<file path="config.mk">
export PLATFORM = sky130hd
export DESIGN_NAME = pipe_ctrl_regs
export DESIGN_NICKNAME = d
export VERILOG_FILES = /design/src/rtl/pipe_ctrl_regs.sv
export SDC_FILE = /design/constraint.sdc
export NUM_CORES = 1
export LEC_CHECK = 0
export CAP_MARGIN = 20
export CORE_AREA = 4 4 226 228
export DETAILED_ROUTE_END_ITERATION = 8
export DIE_AREA = 0 0 230 232
export PLACE_DENSITY = 0.48
export SYNTH_ARGS = -nofsm -noshare
export SYNTH_HDL_FRONTEND = slang
export SYNTH_SLANG_ARGS = --single-unit
</file>
<file path="constraint.sdc">
create_clock -name clk -period 1.3 [get_ports clk]
set_input_delay 0.195 -clock clk [delete_from_list [all_inputs] [get_ports clk]]
set_output_delay 0.195 -clock clk [all_outputs]
set_load 0.03 [all_outputs]
</file>
<file path="src/rtl/pipe_ctrl_regs.sv">
// Pipeline register bank with stall/flush control for the RV32I core.
// Optional perf counters are built when PIPE_PERF_CNT_EN is defined.
module pipe_ctrl_regs #(
  parameter int WIDTH        = 64,
  parameter int NUM_STAGES   = 4,
  parameter int HAZARD_STAGE = 1,
  parameter int FLUSH_STAGE  = 2,
  parameter int MEM_STAGE    = 3
) (
  input  logic                        clk,
  input  logic                        rst,
  input  logic [NUM_STAGES*WIDTH-1:0] stage_d,
  output logic [NUM_STAGES*WIDTH-1:0] stage_q,
  output logic [NUM_STAGES-1:0]       stage_v,
  input  logic                        imem_resp,
  input  logic                        mem_req,
  input  logic                        dmem_resp,
  input  logic                        hazard_stall,
  input  logic                        redirect,
  output logic                        load_pc,
  output logic [31:0]                 perf_stall_cnt,
  output logic [31:0]                 perf_flush_cnt
);

  generate
    if (!(HAZARD_STAGE >= 1 && HAZARD_STAGE < FLUSH_STAGE &&
          FLUSH_STAGE < MEM_STAGE && MEM_STAGE <= NUM_STAGES - 1)) begin : g_bad_params
      $error("pipe_ctrl_regs: need 1 <= HAZARD_STAGE < FLUSH_STAGE < MEM_STAGE <= NUM_STAGES-1");
    end
  endgenerate

  logic [NUM_STAGES*WIDTH-1:0] data_p0;
  logic [NUM_STAGES-1:0]       vld_p0;
  logic [NUM_STAGES-1:0]       vld_prev;
  logic                        mem_stall;
  logic                        haz;
  logic                        flush;

  // Every qualifier is gated on the valid bit of the stage that raises it.
  assign mem_stall = mem_req & vld_p0[MEM_STAGE-1] & ~dmem_resp;
  assign haz       = hazard_stall & vld_p0[HAZARD_STAGE-1] & ~mem_stall;
  assign flush     = redirect & vld_p0[FLUSH_STAGE-1] & ~mem_stall;

  assign vld_prev  = {vld_p0[NUM_STAGES-2:0], 1'b0};
  assign load_pc   = ~rst & (flush | (imem_resp & ~mem_stall & ~haz));

  // ---- register stage: per-register hold / bubble / advance ----
  always_ff @(posedge clk) begin
    if (rst) begin
      data_p0 <= '0;
      vld_p0  <= '0;
    end else begin
      for (int k = 0; k < NUM_STAGES; k++) begin
        if (mem_stall) begin
          if (k == MEM_STAGE) begin
            data_p0[k*WIDTH +: WIDTH] <= '0;
            vld_p0[k]                 <= 1'b0;
          end else if (k > MEM_STAGE) begin
            data_p0[k*WIDTH +: WIDTH] <= stage_d[k*WIDTH +: WIDTH];
            vld_p0[k]                 <= vld_prev[k];
          end
        end else if (flush) begin
          if (k < FLUSH_STAGE) begin
            data_p0[k*WIDTH +: WIDTH] <= '0;
            vld_p0[k]                 <= 1'b0;
          end else begin
            data_p0[k*WIDTH +: WIDTH] <= stage_d[k*WIDTH +: WIDTH];
            vld_p0[k]                 <= vld_prev[k];
          end
        end else if (haz) begin
          if (k == HAZARD_STAGE) begin
            data_p0[k*WIDTH +: WIDTH] <= '0;
            vld_p0[k]                 <= 1'b0;
          end else if (k > HAZARD_STAGE) begin
            data_p0[k*WIDTH +: WIDTH] <= stage_d[k*WIDTH +: WIDTH];
            vld_p0[k]                 <= vld_prev[k];
          end
        end else if (k == 0) begin
          data_p0[k*WIDTH +: WIDTH] <= imem_resp ? stage_d[k*WIDTH +: WIDTH] : '0;
          vld_p0[k]                 <= imem_resp;
        end else begin
          data_p0[k*WIDTH +: WIDTH] <= stage_d[k*WIDTH +: WIDTH];
          vld_p0[k]                 <= vld_prev[k];
        end
      end
    end
  end

  assign stage_q = data_p0;
  assign stage_v = vld_p0;

`ifdef PIPE_PERF_CNT_EN
  logic [31:0] stall_cnt_p0;
  logic [31:0] flush_cnt_p0;
  logic        stall_ev;

  function automatic logic [31:0] sat_inc(input logic [31:0] c);
    return (c == 32'hFFFF_FFFF) ? c : c + 32'd1;
  endfunction

  assign stall_ev = mem_stall | haz | (~imem_resp & ~flush);

  // ---- counter stage ----
  always_ff @(posedge clk) begin
    if (rst) begin
      stall_cnt_p0 <= '0;
      flush_cnt_p0 <= '0;
    end else begin
      if (stall_ev) stall_cnt_p0 <= sat_inc(stall_cnt_p0);
      if (flush)    flush_cnt_p0 <= sat_inc(flush_cnt_p0);
    end
  end

  assign perf_stall_cnt = stall_cnt_p0;
  assign perf_flush_cnt = flush_cnt_p0;
`else
  assign perf_stall_cnt = '0;
  assign perf_flush_cnt = '0;
`endif

endmodule

</file>
==> metrics.txt <==
Period minus WS final about 1800 ps; Final ANT Viol Nets 0; slowest stage delay, CP between 300 and 400 ps; xor/xnor share of the synthesized area 0%; Mean Syn Cell Area about 11 um^2; Via density around 3.9; sequential fraction of the synthesis area 60.4%; fin cells 2040; failing checks negative setup slack; Yosys top cell area share between 60% and 70%; largest net degree at the start of global routing 45; total gr overflow 0; CP Cell Sequence and3b_2 > buf_12 > a211oi_4 > buf_6; worst-margin pin slew 544 ps; CP Max Fanout 2; Sink Count between 200 and 300; vias in the first global route a little over 8000; Final Setup Violations about 270; nets around 1600; Critical path buffers and inverters 2; initial antenna violation count 3; run status finished, violations left; R2R Path End stage_q[71]; setup TNS -56450 ps; Pleak slightly above 7 nW; CTS HTree Levels 1; RePlAce Congestion 0.769; NetSw 5.68 mW; Final Hold Fails 0; initial DRC count 309; Fmax about 0.57 GHz; Slowest-stage cell, CP dfxtp_4; Total Power around 21 mW; root buffer cell clkbuf_16; Max transition margin 63.8%; Pint roughly 16 mW; share of layout cells above drive strength 1 roughly 30%; Synth Area in Compound Gates 18.2%; iteration count of the initial detailed-routing pass 4; Hold Path Class primary input to flip-flop; initial core utilization 17.7%; Worst Path Arrival approximately 1600 ps; Reg2Reg Launch Point stage_v[2]; Total Wirelength around 37 mm; antenna cells 0; top post-synthesis cells by area dfxtp_1 (60%), a32o_1 (7.4%), a22o_1 (6.5%), nand2_1 (5.7%), buf_4 (5.6%); Synth Area in Adders 0%; unrepaired setup endpoints after global routing yes; utilization after layout 33.9%; IO Count 588; Crit. Startpoint stage_v[2]; Worst setup EP type output pin; Placed Cells between 1500 and 2000; CTS tree done; Total GRT Usage ~13%; Mapped Area 0.00862 mm^2; library cells used by synthesis 25; hold slack between 150 and 200 ps; critical path class flip-flop to output pin; critical path endpoint load_pc; Post-Syn Instances about 800; crit path launch type flip-flop; area of the multi-input gates 0.00289 mm^2; wire length per cell ~18 um; Sequential Power Share 41.0%; Die Y approximately 230 um; skew final slightly below 20 ps; WP depth 4; Synth Area in Simple Gates approximately 11%; area leader, netlist dfxtp_1; filler instances just over 5000; final worst setup slack -469 ps; CP required around 1100 ps; CTS Buf Count 31; global-route wire length before repair between 50 and 60 mm; worst-skew pair later-pin latency roughly 560 ps; IO buf count between 500 and 600; Final Cell Area around 0.017 mm^2; largest family of logic cells by synthesized area compound AO/OA/AOI/OAI gates; CP delay by family, top flip-flops; total number of vias between 8000 and 9000; Max clock buf depth 3; Final Max Slew Viols 0; DIE AREA between 0.05 and 0.06 mm^2; combinational group share of total power 18.3%; synthesis-to-finish area growth 91.9%; die width 230 um; post-synthesis mux area share 0%; Placed Instance Area approximately 0.015 mm^2; Core Area between 0.04 and 0.05 mm^2; sequential standard cell area 0.00524 mm^2; R2R depth 8; worst slack, placed -484 ps; Clock power frac between 40% and 50%; maxcap violations 0; Rows between 80 and 90; Post-DP HPWL about 26 mm; r2r setup slk -330 ps; Yosys reg bits 260; Pwr Density between 1000 and 1500 mW/mm^2; Net Sw Frac 26.8%; synth warn 0; fin crit share 136%; worst hold path depth 3; Max IR drop VDD about 1000 uV; DRC errors left 0; clk slew on worst S/H paths 60 ps
power by group through the flow:
stage / clock, mW / sequential, mW / combinational (mW)
global placement: 0 / 8.85 / 3.87
global route: 9.31 / 8.74 / 4.08
floorplan: 0 / 9.66 / 0.996
detailed placement: 0 / 8.86 / 3.89
CTS: 8.99 / 8.70 / 3.89
finish: 8.65 / 8.69 / 3.87
state kept, by name, summed over array words and instances (netlist names):
| name | count |
|---|---|
| stage_v | 4 |
| stage_q | 256 |
layout by cell type (no fill, tap or decap), types with 7 or more instances in the layout:
master and count:
clkbuf_16 39, clkbuf_1 10, a21oi_2 9, clkbuf_8 7, nand2_1 124, a32o_1 64
a21oi_1 57, nand2_4 7, buf_2 31, buf_12 95, buf_4 154, dfxtp_2 9
and3_1 64, a22o_1 64, conb_1 64, dfxtp_1 246, buf_6 31, clkdlybuf4s50_1 261
logic make-up after synthesis:
family / Yosys count
AO/OA/AOI/OAI: 199
other: 1
flip-flops: 260
AND/OR/NAND/NOR: 206
buffers and inverters: 136
layout make-up:
type | instances | share of cell area, %
Clock inverter | 10 | 0.688
Multi-Input combinational cell | 469 | 17.5
Inverter | 1 | 0.0378
Sequential cell | 260 | 31.6
Tap cell | 664 | 5.02
Clock buffer | 48 | 5.50
Timing Repair Buffer | 588 | 39.6
timing repair:
action | in CTS | in global routing
resized for setup | 1152 | 37
pin swaps | 21 | 69
gates cloned | 6 | 8
endpoints found under the setup margin | 436 | 405
buffers inserted | 5 | 11
hold buffers | 0 | 0
cell usage after synthesis:
library cell  count
conb_1            1
a22o_1           64
nor2_1            2
o21ai_0           1
buf_2            29
and3_1           66
buf_6            13
nand3b_1          1
and3b_1           1
inv_1             1
nand4b_1          1
nor2_2            1
buf_4            64
a211oi_1          1
a22oi_1           1
nand3_1           1
dfxtp_1         260
nand2_1         132
a21boi_0          1
clkbuf_1         27
and4_1            1
a31o_1            1
a32o_1           64
a21oi_1          66
buf_1             2
worst register-to-register path: cells and delay by family (launching register included):
kind                   cells  cell delay [ps]
AOI/OAI and AO/OA          1              210
DFF                        1              340
and+or+nand+nor            2              210
buffers and inverters      5              750
worst min-delay path by stage:
stage	start	endpoint	slack, ps
floorplan	stage_d[100]	stage_q[100]	320
global placement	stage_q[184]	stage_q[184]	440
detailed placement	stage_q[180]	stage_q[180]	440
CTS	stage_d[161]	stage_q[161]	150
global route	stage_d[169]	stage_q[169]	170
finish	stage_d[189]	stage_q[189]	190
metal layers:
layer / vias to the layer above / track usage [%] / part of all wire (%)
li1: 3829 / - / -
met1: 3838 / 15.2 / 40
met2: 321 / 21.9 / 50
met3: 50 / 4.32 / 8.3
met4: 6 / 3.10 / 1.8
met5: - / 0 / 0.091
Note: power is estimated with default switching activity, not from simulation.
